$ cat config.mk
export PLATFORM = sky130hd
export DESIGN_NAME = dcache_controller_flat
export DESIGN_NICKNAME = d
export VERILOG_FILES = /design/src/rtl/dcache_pkg.sv /design/src/rtl/dcache_if.sv /design/src/rtl/dcache_line_store.sv /design/src/rtl/dcache_controller.sv /design/src/flat_wrapper.sv
export SDC_FILE = /design/constraint.sdc
export NUM_CORES = 2
export LEC_CHECK = 0
export BUFFER_PORTS_ARGS = -buffer_cell sky130_fd_sc_hd__buf_2
export CAP_MARGIN = 20
export CORE_ASPECT_RATIO = 0.8
export CORE_MARGIN = 1
export CORE_UTILIZATION = 35
export DETAILED_ROUTE_END_ITERATION = 8
export GPL_ROUTABILITY_DRIVEN = 0
export PLACE_DENSITY = 0.58
export RECOVER_POWER = 50
export SYNTH_ARGS = -nofsm -noshare
export SYNTH_HDL_FRONTEND = slang
export SYNTH_HIERARCHICAL = 1
export SYNTH_MEMORY_MAX_BITS = 65536
export SYNTH_SLANG_ARGS = --single-unit
$ cat constraint.sdc
create_clock -name clk -period 6 [get_ports clk]
set_clock_uncertainty 0.05 [all_clocks]
set_input_delay 1.2 -clock clk [delete_from_list [all_inputs] [get_ports clk]]
set_output_delay 1.2 -clock clk [all_outputs]
set_load 0.01 [all_outputs]
$ cat src/rtl/dcache_pkg.sv
// Shared geometry, state encoding and address-field helpers for the data cache.
package dcache_pkg;

    localparam int unsigned ADDR_W     = 10;
    localparam int unsigned INDEX_W    = 5;
    localparam int unsigned OFFSET_W   = 2;
    localparam int unsigned CNT_W_DEF  = 16;
    localparam int unsigned TAG_W      = ADDR_W - INDEX_W - OFFSET_W;
    localparam int unsigned WORD_W     = 32;
    localparam int unsigned BLOCK_W    = 128;
    localparam int unsigned NUM_BLOCKS = 1 << INDEX_W;

    typedef logic [ADDR_W-1:0]   addr_t;
    typedef logic [TAG_W-1:0]    tag_t;
    typedef logic [INDEX_W-1:0]  index_t;
    typedef logic [OFFSET_W-1:0] offset_t;
    typedef logic [WORD_W-1:0]   word_t;
    typedef logic [BLOCK_W-1:0]  block_t;

    typedef enum logic [1:0] {
        IDLE    = 2'd0,
        RD_MISS = 2'd1,
        WR_THRU = 2'd2
    } state_e;

    function automatic offset_t addr_offset(input addr_t a);
        return a[OFFSET_W-1:0];
    endfunction

    function automatic index_t addr_index(input addr_t a);
        return a[OFFSET_W +: INDEX_W];
    endfunction

    function automatic tag_t addr_tag(input addr_t a);
        return a[ADDR_W-1 -: TAG_W];
    endfunction

    // Word 0 sits in the least significant 32 bits of a block.
    function automatic word_t block_word(input block_t blk, input offset_t off);
        return blk[32'(off) * WORD_W +: WORD_W];
    endfunction

endpackage

$ cat src/rtl/dcache_if.sv
// Core-side load/store and memory-side request/ready signals of the data cache.
interface dcache_if
    import dcache_pkg::*;
#(
    parameter int unsigned CNT_W = CNT_W_DEF
);
    logic             mem_read;
    logic             mem_write;
    addr_t            addr;
    word_t            wr_data;
    word_t            rd_data;
    logic             stall;
    logic             mm_rd_req;
    logic             mm_wr_req;
    addr_t            mm_addr;
    word_t            mm_wr_data;
    block_t           mm_rd_data;
    logic             mm_ready;
    logic [CNT_W-1:0] hit_cnt;
    logic [CNT_W-1:0] miss_cnt;

    modport slave (
        input  mem_read, mem_write, addr, wr_data, mm_rd_data, mm_ready,
        output rd_data, stall, mm_rd_req, mm_wr_req, mm_addr, mm_wr_data,
        output hit_cnt, miss_cnt
    );

    modport master (
        output mem_read, mem_write, addr, wr_data, mm_rd_data, mm_ready,
        input  rd_data, stall, mm_rd_req, mm_wr_req, mm_addr, mm_wr_data,
        input  hit_cnt, miss_cnt
    );
endinterface

$ cat src/rtl/dcache_line_store.sv
// Valid/tag/data arrays of the direct-mapped cache with one lookup port,
// a whole-block refill port and a single-word store port.
module dcache_line_store
    import dcache_pkg::*;
(
    input  logic    clk,
    input  logic    rst,
    input  index_t  lookup_index_i,
    input  tag_t    lookup_tag_i,
    output logic    hit_o,
    output block_t  lookup_block_o,
    input  logic    fill_en_i,
    input  index_t  fill_index_i,
    input  tag_t    fill_tag_i,
    input  block_t  fill_block_i,
    input  logic    wr_en_i,
    input  index_t  wr_index_i,
    input  offset_t wr_offset_i,
    input  word_t   wr_word_i
);
    logic [NUM_BLOCKS-1:0] valid_q;
    tag_t                  tag_q  [NUM_BLOCKS];
    block_t                data_q [NUM_BLOCKS];

    // Valid bits are the only state cleared by reset; a refill marks its line valid.
    always_ff @(posedge clk or posedge rst) begin
        if (rst) begin
            valid_q <= '0;
        end else if (fill_en_i) begin
            valid_q[fill_index_i] <= 1'b1;
        end
    end

    // Tag/data storage: refills write the whole block, store hits patch one word.
    always_ff @(posedge clk) begin
        if (fill_en_i) begin
            tag_q[fill_index_i]  <= fill_tag_i;
            data_q[fill_index_i] <= fill_block_i;
        end else if (wr_en_i) begin
            data_q[wr_index_i][32'(wr_offset_i) * WORD_W +: WORD_W] <= wr_word_i;
        end
    end

    // Combinational lookup.
    always_comb begin
        hit_o          = valid_q[lookup_index_i] && (tag_q[lookup_index_i] == lookup_tag_i);
        lookup_block_o = data_q[lookup_index_i];
    end

endmodule

$ cat src/rtl/dcache_controller.sv
// Direct-mapped, write-through, no-write-allocate data cache controller with
// saturating read-hit / read-miss counters.
module dcache_controller
    import dcache_pkg::*;
#(
    parameter int unsigned CNT_W = CNT_W_DEF
)(
    input  logic     clk,
    input  logic     rst,
    dcache_if.slave  bus
);
    state_e           state_q, state_d;
    logic [CNT_W-1:0] hit_cnt_q, hit_cnt_d;
    logic [CNT_W-1:0] miss_cnt_q, miss_cnt_d;

    tag_t    a_tag;
    index_t  a_index;
    offset_t a_offset;
    logic    hit;
    block_t  lookup_block;
    logic    fill_en;
    logic    wr_en;
    logic    stall_c;
    word_t   rd_data_c;
    logic    mm_rd_req_c;
    logic    mm_wr_req_c;
    addr_t   mm_addr_c;
    word_t   mm_wr_data_c;

    // Split the word address into tag / index / word offset.
    always_comb begin
        a_tag    = addr_tag(bus.addr);
        a_index  = addr_index(bus.addr);
        a_offset = addr_offset(bus.addr);
    end

    dcache_line_store u_line_store (
        .clk            (clk),
        .rst            (rst),
        .lookup_index_i (a_index),
        .lookup_tag_i   (a_tag),
        .hit_o          (hit),
        .lookup_block_o (lookup_block),
        .fill_en_i      (fill_en),
        .fill_index_i   (a_index),
        .fill_tag_i     (a_tag),
        .fill_block_i   (bus.mm_rd_data),
        .wr_en_i        (wr_en),
        .wr_index_i     (a_index),
        .wr_offset_i    (a_offset),
        .wr_word_i      (bus.wr_data)
    );

    // State and statistics registers.
    always_ff @(posedge clk or posedge rst) begin
        if (rst) begin
            state_q    <= IDLE;
            hit_cnt_q  <= '0;
            miss_cnt_q <= '0;
        end else begin
            state_q    <= state_d;
            hit_cnt_q  <= hit_cnt_d;
            miss_cnt_q <= miss_cnt_d;
        end
    end

    // Next state, core-facing stall/data, array update strobes and counter updates.
    always_comb begin
        state_d    = state_q;
        stall_c    = 1'b0;
        rd_data_c  = '0;
        fill_en    = 1'b0;
        wr_en      = 1'b0;
        hit_cnt_d  = hit_cnt_q;
        miss_cnt_d = miss_cnt_q;
        case (state_q)
            IDLE: begin
                if (bus.mem_write) begin
                    stall_c = 1'b1;
                    state_d = WR_THRU;
                end else if (bus.mem_read) begin
                    if (hit) begin
                        rd_data_c = block_word(lookup_block, a_offset);
                        if (hit_cnt_q != {CNT_W{1'b1}}) begin
                            hit_cnt_d = hit_cnt_q + CNT_W'(1);
                        end
                    end else begin
                        stall_c = 1'b1;
                        state_d = RD_MISS;
                        if (miss_cnt_q != {CNT_W{1'b1}}) begin
                            miss_cnt_d = miss_cnt_q + CNT_W'(1);
                        end
                    end
                end
            end
            RD_MISS: begin
                if (bus.mm_ready) begin
                    rd_data_c = block_word(bus.mm_rd_data, a_offset);
                    fill_en   = 1'b1;
                    state_d   = IDLE;
                end else begin
                    stall_c = 1'b1;
                end
            end
            WR_THRU: begin
                if (bus.mm_ready) begin
                    wr_en   = hit;
                    state_d = IDLE;
                end else begin
                    stall_c = 1'b1;
                end
            end
            default: begin
                state_d = IDLE;
            end
        endcase
    end

    // Memory requests decode only from the registered state.
    always_comb begin
        mm_rd_req_c  = 1'b0;
        mm_wr_req_c  = 1'b0;
        mm_addr_c    = '0;
        mm_wr_data_c = '0;
        case (state_q)
            RD_MISS: begin
                mm_rd_req_c = 1'b1;
                mm_addr_c   = {a_tag, a_index, {OFFSET_W{1'b0}}};
            end
            WR_THRU: begin
                mm_wr_req_c  = 1'b1;
                mm_addr_c    = bus.addr;
                mm_wr_data_c = bus.wr_data;
            end
            default: begin
                mm_rd_req_c = 1'b0;
            end
        endcase
    end

    assign bus.stall      = stall_c;
    assign bus.rd_data    = rd_data_c;
    assign bus.mm_rd_req  = mm_rd_req_c;
    assign bus.mm_wr_req  = mm_wr_req_c;
    assign bus.mm_addr    = mm_addr_c;
    assign bus.mm_wr_data = mm_wr_data_c;
    assign bus.hit_cnt    = hit_cnt_q;
    assign bus.miss_cnt   = miss_cnt_q;

endmodule

$ cat src/flat_wrapper.sv
// flat-port wrapper written by rule: the top's interface ports become plain ports
module dcache_controller_flat import dcache_pkg::*;
#(
    parameter int unsigned CNT_W = CNT_W_DEF
)
  (clk, rst, bus_mem_read, bus_mem_write, bus_addr, bus_wr_data, bus_mm_rd_data, bus_mm_ready, bus_rd_data, bus_stall, bus_mm_rd_req, bus_mm_wr_req, bus_mm_addr, bus_mm_wr_data, bus_hit_cnt, bus_miss_cnt);
  dcache_if #(.CNT_W(CNT_W)) bus_i ();
  input  logic clk;
  input  logic rst;
  input wire logic [$bits(bus_i.mem_read)-1:0] bus_mem_read;
  input wire logic [$bits(bus_i.mem_write)-1:0] bus_mem_write;
  input wire logic [$bits(bus_i.addr)-1:0] bus_addr;
  input wire logic [$bits(bus_i.wr_data)-1:0] bus_wr_data;
  input wire logic [$bits(bus_i.mm_rd_data)-1:0] bus_mm_rd_data;
  input wire logic [$bits(bus_i.mm_ready)-1:0] bus_mm_ready;
  output wire logic [$bits(bus_i.rd_data)-1:0] bus_rd_data;
  output wire logic [$bits(bus_i.stall)-1:0] bus_stall;
  output wire logic [$bits(bus_i.mm_rd_req)-1:0] bus_mm_rd_req;
  output wire logic [$bits(bus_i.mm_wr_req)-1:0] bus_mm_wr_req;
  output wire logic [$bits(bus_i.mm_addr)-1:0] bus_mm_addr;
  output wire logic [$bits(bus_i.mm_wr_data)-1:0] bus_mm_wr_data;
  output wire logic [$bits(bus_i.hit_cnt)-1:0] bus_hit_cnt;
  output wire logic [$bits(bus_i.miss_cnt)-1:0] bus_miss_cnt;
  assign bus_i.mem_read = bus_mem_read;
  assign bus_i.mem_write = bus_mem_write;
  assign bus_i.addr = bus_addr;
  assign bus_i.wr_data = bus_wr_data;
  assign bus_i.mm_rd_data = bus_mm_rd_data;
  assign bus_i.mm_ready = bus_mm_ready;
  assign bus_rd_data = bus_i.rd_data;
  assign bus_stall = bus_i.stall;
  assign bus_mm_rd_req = bus_i.mm_rd_req;
  assign bus_mm_wr_req = bus_i.mm_wr_req;
  assign bus_mm_addr = bus_i.mm_addr;
  assign bus_mm_wr_data = bus_i.mm_wr_data;
  assign bus_hit_cnt = bus_i.hit_cnt;
  assign bus_miss_cnt = bus_i.miss_cnt;
  dcache_controller #(.CNT_W(CNT_W)) u_core (.clk(clk), .rst(rst), .bus(bus_i));
endmodule
==> qor.csv <==
metric,value,unit
run status,finished with violations,
violated checks,"capacitance limit, slew limit",
layout cells sized above 1,35.0,%
total iterations of the first detailed-routing run,6,
Worst Path Max Fanout,25,
Worst Setup End Kind,register,
gate count after technology mapping,7363,
Critical R2R Launch,u_core/u_line_store/tag_q[21][1],
maximum vdd ir drop,260,µV
Area growth syn-to-layout,18.8,%
latest clock arrival within the worst-skew pair,1010,ps
fin crit period,5980,ps
number of port buffers,283,
overall die area,480000,µm²
chain of cells forming the critical path,buf_12 > buf_12 > buf_4 > mux2i_1 > o221ai_1 > o22ai_1 > or4_1 > o2111ai_1 > nor3_2 > and3_1 > buf_12 > and3b_4 > buf_4 > clkbuf_1 > nor2_1 > a41oi_4 > buf_12 > clkbuf_1 > nor2_4 > buf_4,
worst min-delay path category,input pin to asynchronous set/reset pin,
TNS Setup,0,ps
post-route design area,198000,µm²
CTS sink count,4258,
HPWL after detailed placement,326000,µm
summed instance area of the synthesized netlist,167000,µm²
number of storage elements in the synthesis netlist,4258,
CTS Root Buffer Type,clkbuf_16,
critical path startpoint category,input pin,
pin count of the biggest net entering global routing,86,
gr ovfl total,0,
reported max-cap violation count,8,
vertical die dimension,620,µm
Synth top cells by count,"edfxtp_1, mux4_2, nand2_1",
"Net Count, Synth",7549,
DR WL/cell,33.6,µm
crit path kind,input pin to register,
actual transition at the worst max-transition pin,1940,ps
H-Tree Depth,5,
Final setup viols,0,
via count of the first global-routing pass,85300,
top-count cell post-synth,edfxtp_1,
data arrival time of the critical path,6600,ps
leakage power of the design,63.6,nW
Post-CTS Setup Inserts,0,
critical path required time,6620,ps
Post-synth EDFFs,4192,
CTS tree,built,
clock slew seen by the registers of the worst setup and hold paths,60,ps
DRC violations left,0,
via-per-instance ratio,5.61,
worst flop-to-flop path endpoint,u_core/u_line_store/data_q[27][30],
initial drt markers,11200,
Yosys warning count,6,
instance area at placement,187000,µm²
number of buffers on the longest clock path,4,
total power divided by cell area,321,nW/µm²
final count of pins violating max slew,198,
CP most frequent cell,buf_12,
count of boundary I/O pins,284,
# nets final,8646,
highest clock frequency the design can meet,0.167,GHz
main flop type after synthesis,edfxtp_1,
Final Hold Vio Count,0,
Yosys cell types,64,
fin crit share,99.7,%
critical-path cell with the highest stage delay,clkbuf_1,
floorplan core area,474000,µm²
number of cells on the worst reg-to-reg path,16,
dominant cell type by area after synthesis,edfxtp_1,
share of flip-flops with an asynchronous set or reset after synthesis,1.55,%
total via count after detailed routing,84600,
number of CTS-inserted buffers,410,
antenna violations before repair,33,
"setup slack, reg-to-reg",240,ps
global-route usage over all layers,20.7,%
share of the core filled with cells,41.8,%
largest stage delay on the critical path,1060,ps
routed wire length,506000,µm
width of the chip,774,µm
area fraction of the dominant cell type after synthesis,75.4,%
Starting Density,35.2,%
synthesized area per cell,22.7,µm²
cell row count,226,
antenna-violating nets left,0,
proportion of synthesized chip area in sequential cells,76.4,%
Slew Limit Headroom,-29.6,%
largest cells by area after synthesis,"edfxtp_1, mux4_2, nand2_1",
first-pass GRT wire length,698000,µm
registers in the layout (all words and copies together) (netlist names):
signal	count
u_core/bus.hit_cnt	16
u_core/u_line_store/valid_q	32
u_core/u_line_store/data_q	4096
u_core/bus.miss_cnt	16
u_core/state_q	2
u_core/u_line_store/tag_q	96
cells in the final DEF, fill, tap and decap left out, drive strengths merged, types with 43 or more instances in the layout:
master / n
dfrtp: 66
or2: 46
nand2: 656
bufinv: 43
edfxtp: 4192
nand3: 140
clkbuf: 709
and2: 43
buf: 894
clkinv: 168
mux4: 1368
nor2: 167
cell families after synthesis:
family / after synthesis / synth area share, %
muxes: 1395 / 18.6
xor gates and xnor gates: 28 / 0.147
buffers and inverters: 437 / 1.29
AOI/OAI and AO/OA: 91 / 0.483
DFF: 4258 / 76.4
adders and majority gates: 11 / 0.0824
and+or+nand+nor: 1143 / 3.00
metal layers:
| metal | global-route usage [%] | wire (µm) | part of all wire (%) | vias to the layer above |
|---|---|---|---|---|
| met1 | 28.3 | 201000 | 40 | 46400 |
| met2 | 33.5 | 240000 | 47 | 4119 |
| met4 | 9.02 | 26900 | 5.3 | 0 |
| met5 | 0 | 0 | 0 | - |
| li1 | - | - | - | 33300 |
| met3 | 2.90 | 38100 | 7.5 | 781 |
worst max path at each step:
stage	startpoint	to	slack (ps)	cells after the start
after floorplan	bus_addr[2]	u_core/u_line_store/data_q[30][0]	-920	14
after global placement	bus_addr[3]	u_core/u_line_store/data_q[5][90]	-480	17
after detailed placement	bus_addr[2]	u_core/u_line_store/data_q[17][91]	-390	18
after CTS	bus_addr[2]	bus_rd_data[0]	10	11
after global routing	bus_addr[2]	u_core/u_line_store/data_q[0][7]	-5	19
final	bus_addr[2]	u_core/u_line_store/data_q[27][30]	20	20
critical path, delay by kind of cell:
family | cells | cell delay (ps)
muxes | 1 | 210
AOI/OAI and AO/OA | 4 | 850
and+or+nand+nor | 6 | 1360
buffers and inverters | 9 | 2880
what timing repair did:
action                                  CTS  global route
hold buffers                              0             0
gates resized for setup                   1             1
endpoints found under the setup margin    1             1
power by group:
group	internal (W)	total, W	switching [W]
sequential	0.0329	0.0330	0.000102
clock	0.0146	0.0261	0.0114
combinational	0.00185	0.00463	0.00278
through the flow:
stage	hold WS, ps	worst slack, ps	total power [W]	cells
detailed placement	398	-385	0.0384	14300
CTS	131	10.8	0.0642	15100
global route	212	-4.71	0.0653	15100
global placement	394	-480	0.0383	14300
finish	211	19.5	0.0637	15100
floorplan	384	-924	0.0360	7363
cell type report:
class                      instances  area (µm²)
timing repair buffer            1101       11500
tap                             6270        7850
antenna                           17        42.5
clock inverter                   238        2650
sequential                      4258      128000
clock buffer                     509       10700
multi-input combinational       2668       37900
inverter                          21        93.8
fill                           40400      276000
No activity file was read; power rests on OpenSTA's default activity.
